## config.mk

```make
export PLATFORM = sky130hd
export DESIGN_NAME = fifo_wr_ctrl
export DESIGN_NICKNAME = d
export VERILOG_FILES = /design/src/rtl/fifo_pkg.sv /design/src/rtl/gray_sync.sv /design/src/rtl/fifo_wr_ctrl.sv
export SDC_FILE = /design/constraint.sdc
export NUM_CORES = 1
export LEC_CHECK = 0
export BUFFER_PORTS_ARGS = -buffer_cell sky130_fd_sc_hd__buf_2
export CAP_MARGIN = 25
export CORE_ASPECT_RATIO = 0.6
export CORE_UTILIZATION = 45
export CTS_CLUSTER_SIZE = 30
export DETAILED_ROUTE_END_ITERATION = 10
export HOLD_SLACK_MARGIN = 0.12
export PLACE_DENSITY = 0.71
export SYNTH_ARGS = -nofsm -noshare
export SYNTH_HDL_FRONTEND = slang
export SYNTH_SLANG_ARGS = --single-unit
export TNS_END_PERCENT = 10
```

## constraint.sdc

```tcl
create_clock -name w_clk -period 4.4 [get_ports w_clk]
set_input_delay 0.88 -clock w_clk [delete_from_list [all_inputs] [get_ports w_clk]]
set_output_delay 0.88 -clock w_clk [all_outputs]
set_load 0.03 [all_outputs]
```

## src/rtl/fifo_pkg.sv

```systemverilog
// rtl/fifo_pkg.sv - shared FIFO pointer helpers (depth/width derivation, Gray conversion)
// Gray helpers work on zero-extended values up to PTR_MAX_W bits; callers size-cast the result.
package fifo_pkg;

  localparam int unsigned PTR_MAX_W = 32;

  function automatic int unsigned fifo_depth(input int unsigned addr_w);
    return 32'd1 << addr_w;
  endfunction

  function automatic int unsigned ptr_width(input int unsigned addr_w);
    return addr_w + 32'd1;
  endfunction

  function automatic logic [PTR_MAX_W-1:0] bin2gray(input logic [PTR_MAX_W-1:0] b);
    return b ^ (b >> 1);
  endfunction

  function automatic logic [PTR_MAX_W-1:0] gray2bin(input logic [PTR_MAX_W-1:0] g);
    logic [PTR_MAX_W-1:0] b;
    b[PTR_MAX_W-1] = g[PTR_MAX_W-1];
    for (int i = PTR_MAX_W - 2; i >= 0; i--) begin
      b[i] = b[i+1] ^ g[i];
    end
    return b;
  endfunction

endpackage

```

## src/rtl/gray_sync.sv

```systemverilog
// rtl/gray_sync.sv - WIDTH x STAGES flop chain for bringing a Gray pointer across clock domains
module gray_sync #(
  parameter int WIDTH  = 7,
  parameter int STAGES = 2
) (
  input  logic             clk,
  input  logic             n_rst,
  input  logic [WIDTH-1:0] d_i,
  output logic [WIDTH-1:0] q_o
);

  logic [WIDTH-1:0] stage_q [STAGES];

  always_ff @(posedge clk or negedge n_rst) begin
    if (!n_rst) begin
      for (int i = 0; i < STAGES; i++) begin
        stage_q[i] <= '0;
      end
    end else begin
      stage_q[0] <= d_i;
      for (int i = 1; i < STAGES; i++) begin
        stage_q[i] <= stage_q[i-1];
      end
    end
  end

  assign q_o = stage_q[STAGES-1];

endmodule

```

## src/rtl/fifo_wr_ctrl.sv

```systemverilog
// rtl/fifo_wr_ctrl.sv - async FIFO write-side controller; FIFO_WR_ALMOST_FULL_EN builds w_fill/almost_full
module fifo_wr_ctrl
  import fifo_pkg::*;
#(
  parameter int ADDR_W      = 6,
  parameter int AF_LEVEL    = 4,
  parameter int SYNC_STAGES = 2
) (
  input  logic              w_clk,
  input  logic              n_rst,
  input  logic              w_en_i,
  input  logic              ovf_clr_i,
  input  logic [ADDR_W:0]   rptr_gray_i,
  output logic [ADDR_W-1:0] w_addr_o,
  output logic [ADDR_W:0]   wptr_gray_o,
  output logic              full_o,
  output logic              almost_full_o,
  output logic [ADDR_W:0]   w_fill_o,
  output logic              overflow_o
);

  localparam int PW    = int'(ptr_width(ADDR_W));
  localparam int DEPTH = int'(fifo_depth(ADDR_W));

  logic [PW-1:0] wbin_q, wbin_d;
  logic [PW-1:0] wgray_q, wgray_d;
  logic [PW-1:0] fill_q, fill_d;
  logic          full_q, full_d;
  logic          af_q, af_d;
  logic          ovf_q, ovf_d;
  logic [PW-1:0] rgray_s;
  logic          accept;

  // The flag registers form the last synchroniser stage, so the chain itself is one shorter.
  gray_sync #(
    .WIDTH  (PW),
    .STAGES (SYNC_STAGES - 1)
  ) u_rptr_sync (
    .clk   (w_clk),
    .n_rst (n_rst),
    .d_i   (rptr_gray_i),
    .q_o   (rgray_s)
  );

  always_comb begin
    accept  = w_en_i & ~full_q;
    wbin_d  = wbin_q + {{(PW-1){1'b0}}, accept};
    wgray_d = PW'(bin2gray(PTR_MAX_W'(wbin_d)));
    full_d  = (wgray_d == {~rgray_s[PW-1:PW-2], rgray_s[PW-3:0]});
    ovf_d   = (w_en_i & full_q) | (ovf_q & ~ovf_clr_i);
  end

`ifdef FIFO_WR_ALMOST_FULL_EN
  logic [PW-1:0] rbin_s;

  always_comb begin
    rbin_s = PW'(gray2bin(PTR_MAX_W'(rgray_s)));
    fill_d = wbin_d - rbin_s;
    af_d   = (fill_d >= PW'(DEPTH - AF_LEVEL));
  end
`else
  always_comb begin
    fill_d = '0;
    af_d   = 1'b0;
  end
`endif

  always_ff @(posedge w_clk or negedge n_rst) begin
    if (!n_rst) begin
      wbin_q  <= '0;
      wgray_q <= '0;
      fill_q  <= '0;
      full_q  <= 1'b0;
      af_q    <= 1'b0;
      ovf_q   <= 1'b0;
    end else begin
      wbin_q  <= wbin_d;
      wgray_q <= wgray_d;
      fill_q  <= fill_d;
      full_q  <= full_d;
      af_q    <= af_d;
      ovf_q   <= ovf_d;
    end
  end

  assign w_addr_o      = wbin_q[ADDR_W-1:0];
  assign wptr_gray_o   = wgray_q;
  assign full_o        = full_q;
  assign almost_full_o = af_q;
  assign w_fill_o      = fill_q;
  assign overflow_o    = ovf_q;

endmodule

```

==> results of run 1 <==
-- cells by family after synthesis --
group,count (synthesis)
AOI/OAI and AO/OA,7
xor gates and xnor gates,20
adders and majority gates,2
buffers and inverters,14
DFF,22
muxes,1
other,1
and+or+nand+nor,18
-- tightest hold or removal path, stage by stage (launching register included) --
cell and delay, ns:
dfrtp_1 0.36, nand2_1 0.05, o21ai_0 0.07
-- cells in the mapped netlist, drive strengths merged (2+ instances only) --
cell and instances:
buf 12, xnor2 8, inv 2, dfrtp 22, ha 2, nand3 2
nand2 5, o21ai 3, xnor3 2, xor2 9, or3 2
-- per-stage QoR --
stage	utilization	std cells	hold slack, ns
CTS	0.554	138	0.532
finish	0.554	138	0.522
detailed placement	0.535	135	0.513
global route	0.554	138	0.564
global placement	0.535	135	0.494
floorplan	-	92	0.554
-- layer usage --
layer / vias to the layer above / part of all wire / global-route usage / wire [um]
met1: 286 / 0.53 / 0.205 / 884
met4: 0 / 0 / 0.0319 / 0
li1: 307 / - / - / -
met2: 34 / 0.36 / 0.199 / 601
met5: - / 0 / 0 / 0
met3: 0 / 0.10 / 0.0710 / 169
-- sequential cells by signal, indices dropped and copies added, names as in the netlist --
name             flops
full_o               1
wbin_q               7
wptr_gray_o          6
u_rptr_sync.q_o      7
overflow_o           1
-- layout make-up --
type / count / area (um^2)
tap: 30 / 37.5
clock buffer: 3 / 41.3
inverter: 2 / 7.51
multi-input combinational: 56 / 480
timing repair buffer: 25 / 125
fill: 190 / 1000
sequential: 22 / 551
-- power by group through the flow --
stage	Sequential, mW	Clock [mW]	Combinational [mW]
6_report	0.341	0.120	0.508
5_1_grt	0.352	0.134	0.553
4_1_cts	0.341	0.126	0.513
3_5_place_dp	0.344	0	0.511
3_3_place_gp	0.344	0	0.506
2_1_floorplan	0.428	0	0.343
-- how the worst max path moves through the flow --
stage	slack, ns	startpoint	cells past startpoint	to
floorplan	1.95	w_en_i	8	full_o
global placement	1.62	w_en_i	8	full_o
detailed placement	1.55	w_en_i	8	full_o
CTS	1.81	w_en_i	8	full_o
global route	1.64	w_en_i	8	full_o
finish	1.82	w_en_i	8	full_o
==> run summary, run 1 <==
vias in the first global route: 536
Clock power frac: 0.124
Syn Area/Cell: 13.0 um^2
hold depth: 2
Final period util: 0.585
CP peak stage delay: 0.44 ns
ANT nets after route: 0
Final Power: 969 uW
Critical Path Sink Type: flip-flop
flop-to-flop setup slack: 2.15 ns
critical setup path kind: in2reg
Die X: 66.0 um
switching part of the total: 0.448
Core Footprint: 0.00224 mm^2
max_cap viols: 0
initial antenna violation count: 0
Final setup viols: 0
P_sw: 434 uW
clock root buffer: clkbuf_8
Yosys top cell area share: 0.497
most frequent cells in the layout: buf_2, dfrtp_1, conb_1, xor2_1, xnor2_1
reg2reg start: full_o
CP max stage cell: ha_1
leakage: 0.622 nW
pre-CTS setup slack: 1.55 ns
Detailed Routing Iterations Pass 1: 4
Hold Crit Endpoint: overflow_o
CTS tree: yes
vias per inst: 4.54
min cycle time layout: 2.58 ns
mux cell area share after synthesis: 0.00904
initial core utilization: 0.493
die span in y: 40.4 um
largest net degree at the start of global routing: 23
r2r worst-path depth: 7
run status: finished, final reports clean
Skew-Pair Late Insertion Delay: 0.26 ns
internal power: 535 uW
layout cell share with drive strength beyond 1: 0.315
#FFs+latches synth: 22
H-tree depth: 1
Setup TNS: 0 ns
XOR/XNOR share of the synthesized area: 0.227
Cells after Synth: 85
f_max: 388 MHz
Clock Pin Slew Worst Setup and Hold Paths: 0.07 ns
Yosys Warn Count: 0
GRT Overall Usage: 0.145
Max VDD drop: 0.331 mV
largest area contributor in the netlist: dfrtp_1
Post-Synth Adder-Cell Area: 0.0226
average wire per standard cell: 12.0 um
clk sinks: 22
Comb pwr share: 0.524
ys async rst share: 1.00
Max Fanout on Critical Path: 7
DRC: 0
full die area: 0.00267 mm^2
diodes inserted: 0
max-slew violation count: 0
post_cts resized: 0
crit path cell chain: buf_2 > nor2b_1 > ha_1 > nand3_1 > or3_1 > a21oi_1 > mux2i_1 > nor4_2
area post-placement: 0.00120 mm^2
startpoint type of the worst setup path: input pin
CP Data Required Time: 4.56 ns
power per cell area: 780 mW/mm^2
I/O Pins: 34
leading cell type in the layout, fill and taps excluded: buf_2
clock buffer count from CTS: 3
Top FF cell, synth: dfrtp_1
Layout area overhead: 12.2%
Design Area, Final: 0.00124 mm^2
Synth Area in Compound Gates: 0.0395
GPL Wtd Cong: 0.804
Seq pwr share: 0.352
Hold-fix buffers, CTS: 0
initial drt markers: 23
Final Skew: 0.00444 ns
Area contributors post-synth: dfrtp_1, buf_4, xnor2_1
IO buf count: 25
Setup Buffers After CTS: 0
sequential area share after synthesis: 0.497
Congestion Overflow GR: 0
CTS Buffer Depth: 2
hold path start: full_o
Hold Path Class: reg2reg
main combinational cell family by area after synthesis: XOR/XNOR gates
first-pass GRT wire length: 2530 um
Net count, final: 123
RSZ-0062 raised after global routing: no
Routed WL: 1660 um
Buf/Inv on CP: 1
post-DP HPWL: 1240 um
final hold viol count: 0
Synth cell types: 33
post-synthesis simple-gate area fraction: 0.108
Post-synth EDFFs: 0
total number of vias: 627
Top delay family on crit path: simple AND/OR/NAND/NOR gates
Worst R2R End: full_o
Worst Path Arrival: 2.74 ns
final worst slack: 1.82 ns
std cell rows: 13
Mapped Area: 0.00111 mm^2
No activity file was read; power rests on OpenSTA's default activity.
==> run 2: changes to the inputs <==
clock period = 2.4 ns   (was 4.4 ns; I/O delays follow)
==> run summary, run 2 (synthesized netlist as in run 1, its figures left out) <==
run status: finished, final reports clean
total number of vias: 622
leading cell type in the layout, fill and taps excluded: buf_2
met2 Use GR: 0.212
clk sinks: 22
reg2reg start: full_o
critical setup path kind: reg2reg
Detailed Routing Iterations Pass 1: 4
storage element area: 551 um^2
Layout area overhead: 14.1%
first-pass GRT wire length: 2690 um
H-tree depth: 1
final worst slack: 0.254 ns
RSZ-0062 raised after global routing: no
layout cell share with drive strength beyond 1: 0.327
I/O Pins: 34
Setup Buffers After CTS: 0
initial antenna violation count: 0
r2r worst-path depth: 7
ANT nets after route: 0
met3 Usage GRT: 0.0710
CP Data Required Time: 2.57 ns
average wire per standard cell: 11.9 um
Congestion Overflow GR: 0
std cell rows: 13
Final setup viols: 0
most frequent cells in the layout: buf_2, dfrtp_1, conb_1, xor2_1, xnor2_1
IO buf count: 25
CTS Buffer Depth: 2
diodes inserted: 0
Net count, final: 124
clock root buffer: clkbuf_8
GPL Wtd Cong: 0.758
Final Skew: 0.00364 ns
Max VDD drop: 0.583 mV
Setup TNS: 0 ns
# fillers: 191
Final period util: 0.894
min cycle time layout: 2.15 ns
vias per inst: 4.44
Design Area, Final: 0.00126 mm^2
GRT Overall Usage: 0.153
Worst R2R End: full_o
leakage: 0.634 nW
startpoint type of the worst setup path: flip-flop
vias in the first global route: 572
Critical Path Sink Type: flip-flop
die span in y: 40.4 um
power per cell area: 1440 mW/mm^2
largest net degree at the start of global routing: 23
Worst Path Arrival: 2.32 ns
Final Power: 1.82 mW
max-slew violation count: 0
Hold Path Class: in2async
full die area: 0.00267 mm^2
post_cts resized: 0
Core Footprint: 0.00224 mm^2
Die X: 66.0 um
max_cap viols: 0
pre-CTS setup slack: 0.0698 ns
CTS tree: yes
clock buffer count from CTS: 3
Max Fanout on Critical Path: 8
post-DP HPWL: 1230 um
met1 Usage GRT: 0.197
Routed WL: 1660 um
area post-placement: 0.00121 mm^2
initial drt markers: 19
DRC: 0
Clock Pin Slew Worst Setup and Hold Paths: 0.07 ns
Skew-Pair Late Insertion Delay: 0.26 ns
initial core utilization: 0.493
final hold viol count: 0
flop-to-flop setup slack: 0.25 ns
area taken by multi-input logic gates: 480 um^2
Hold-fix buffers, CTS: 0
busiest grt layer: met2
f_max: 466 MHz
-- run 2: worst max-delay path, stage by stage, from the launching register on --
cell and delay, ns:
dfrtp_1 0.40, nor2b_1 0.19, ha_1 0.33, and2b_1 0.22, xnor2_1 0.23, xor2_1 0.10, or3_1 0.37, nor4_2 0.21
-- run 2: power by group --
| part | leakage (nW) | internal, mW | switching (mW) |
|---|---|---|---|
| combinational | 0.338 | 0.382 | 0.553 |
| clock | 0.0288 | 0.146 | 0.114 |
| sequential | 0.267 | 0.492 | 0.130 |
-- run 2: area by class of cell --
class                   count  area share
well taps                  30      0.0297
repair buffers             26       0.105
multi-input cells          56       0.380
flip-flops and latches     22       0.436
clock buffers               4      0.0436
inverters                   2     0.00594
-- run 2: worst max-delay path by stage --
| stage | to | from |
|---|---|---|
| final | full_o | full_o |
| after floorplan | full_o | full_o |
| after global routing | full_o | full_o |
| after CTS | full_o | full_o |
| after global placement | full_o | w_en_i |
| after detailed placement | full_o | w_en_i |
-- run 2: per-layer routing --
layer / vias to the layer above / wire [um]
li1: 308 / -
met1: 281 / 843
met2: 28 / 645
met3: 5 / 139
met4: 0 / 35
met5: - / 0
-- run 2: stage by stage --
step / util / std cells / hold slack [ns]
after floorplan: - / 92 / 0.184
after CTS: 0.563 / 140 / 0.177
after detailed placement: 0.538 / 136 / 0.468
final: 0.563 / 140 / 0.165
after global placement: 0.538 / 136 / 0.463
after global routing: 0.563 / 140 / 0.194
==> run 3: changes to the inputs <==
ABC_AREA = 1   (was not set)
CORE_ASPECT_RATIO = not set   (was 0.6)
==> run summary, run 3 <==
Cells after Synth: 139
initial antenna violation count: 0
Detailed Routing Iterations Pass 1: 4
Core Footprint: 0.00228 mm^2
Routed WL: 1960 um
first-pass GRT wire length: 3130 um
Final period util: 0.755
Max Fanout on Critical Path: 6
ANT nets after route: 0
most frequent cells in the layout: nand2_1, buf_2, dfrtp_1, inv_1, nand3_1
switching part of the total: 0.506
Design Area, Final: 0.00127 mm^2
std cell rows: 17
Die X: 51.6 um
Max VDD drop: 0.714 mV
Post-synth EDFFs: 0
leading cell type in the layout, fill and taps excluded: nand2_1
Critical Path Sink Type: flip-flop
CP max stage cell: dfrtp_1
total number of vias: 903
DRC: 0
r2r worst-path depth: 12
area taken by multi-input logic gates: 444 um^2
Top FF cell, synth: dfrtp_1
Net count, final: 181
Layout Cells excl Fill: 195
GPL Wtd Cong: 0.846
WP depth: 12
Final setup viols: 0
sequential area share after synthesis: 0.497
Final Skew: 0.00234 ns
Hold Path Class: in2async
final hold viol count: 0
CP peak stage delay: 0.43 ns
WHS: 0.122 ns
leakage: 0.739 nW
internal power: 847 uW
critical setup path kind: reg2reg
area post-placement: 0.00123 mm^2
RSZ-0062 raised after global routing: no
# fillers: 214
Top delay family on crit path: simple AND/OR/NAND/NOR gates
clock buffer count from CTS: 3
startpoint type of the worst setup path: flip-flop
Layout area overhead: 14.7%
CP Data Required Time: 2.64 ns
post_cts resized: 0
Mapped Area: 0.00111 mm^2
Syn Area/Cell: 7.97 um^2
placed insts: 191
Clock power frac: 0.116
run status: finished, final reports clean
initial core utilization: 0.487
Worst Path Arrival: 2.05 ns
Hold-fix buffers, CTS: 0
ys async rst share: 1.00
min cycle time layout: 1.81 ns
#FFs+latches synth: 22
vias in the first global route: 783
Comb pwr share: 0.546
Seq pwr share: 0.337
H-tree depth: 1
Setup Buffers After CTS: 0
Area contributors post-synth: dfrtp_1, nand2_1, nand3_1
power per cell area: 1350 mW/mm^2
P_sw: 867 uW
crit path cell chain: nor2_1 > ha_1 > nand3_1 > nand2_1 > nand2_1 > inv_1 > nand2_1 > nand3_1 > nand2_1 > nor2_1 > nand2_1 > nor2_1
largest area contributor in the netlist: dfrtp_1
clk sinks: 22
max_cap viols: 0
Yosys Warn Count: 0
post-route core utilization: 0.558
Synth cell types: 15
Skew-Pair Late Insertion Delay: 0.30 ns
storage element area: 551 um^2
largest net degree at the start of global routing: 23
diodes inserted: 0
Commonest cells post-synth: nand2_1, dfrtp_1, inv_1
Congestion Overflow GR: 0
Clock Pin Slew Worst Setup and Hold Paths: 0.12 ns
post-DP HPWL: 1520 um
vias per inst: 4.63
CTS tree: yes
GRT Overall Usage: 0.161
count leader, synth: nand2_1
clock root buffer: clkbuf_4
die span in y: 51.6 um
most used cell, CP: nand2_1
layout cell share with drive strength beyond 1: 0.228
IO buf count: 25
Yosys top cell area share: 0.497
CTS Buffer Depth: 2
Buf/Inv on CP: 1
full die area: 0.00266 mm^2
Setup TNS: 0 ns
average wire per standard cell: 10.0 um
I/O Pins: 34
f_max: 552 MHz
initial drt markers: 22
max-slew violation count: 0
-- run 3: cells by family after synthesis --
family                   count (synthesis)  share of synthesized area
AND/OR/NAND/NOR                         82                      0.338
buffers and inverters                   29                      0.125
flip-flops                              22                      0.497
AO/OA/AOI/OAI                            3                     0.0136
adder cells (fa/ha/maj)                  2                     0.0226
other                                    1                    0.00339
-- run 3: through the flow --
stage               setup slack, ns  power [mW]
CTS                           0.574        1.73
global placement              0.486        1.50
finish                        0.587        1.71
global route                  0.429        1.86
floorplan                     0.693        1.30
detailed placement            0.444        1.52
-- run 3: worst paths after layout --
kind                                start                  to  slack, ns
min in group w_clk         rptr_gray_i[6]  u_rptr_sync.q_o[6]       0.28
max in group asynchronous           n_rst           wbin_q[0]       1.95
min reg2reg                    overflow_o          overflow_o       0.54
min                                 n_rst  u_rptr_sync.q_o[2]       0.12
max reg2reg                        full_o              full_o       0.59
max                                full_o              full_o       0.59
-- run 3: area by class of cell --
type                            instances  area share
Sequential cell                        22       0.433
Inverter                               21      0.0621
Timing Repair Buffer                   25      0.0985
Clock buffer                            4      0.0286
Tap cell                               28      0.0276
Multi-Input combinational cell         95       0.350
-- run 3: power by group through the flow --
| stage | clock network [mW] | registers, mW | logic (mW) |
|---|---|---|---|
| after floorplan | 0 | 0.799 | 0.499 |
| after global placement | 0 | 0.583 | 0.914 |
| after detailed placement | 0 | 0.587 | 0.935 |
| after CTS | 0.208 | 0.580 | 0.940 |
| after global routing | 0.221 | 0.601 | 1.04 |
| final | 0.199 | 0.578 | 0.937 |
-- run 3: layer usage --
metal / share of wire / global-route usage
met4: 0.0087 / 0.0676
met3: 0.044 / 0.0263
met2: 0.49 / 0.266
met1: 0.46 / 0.210
met5: 0 / 0
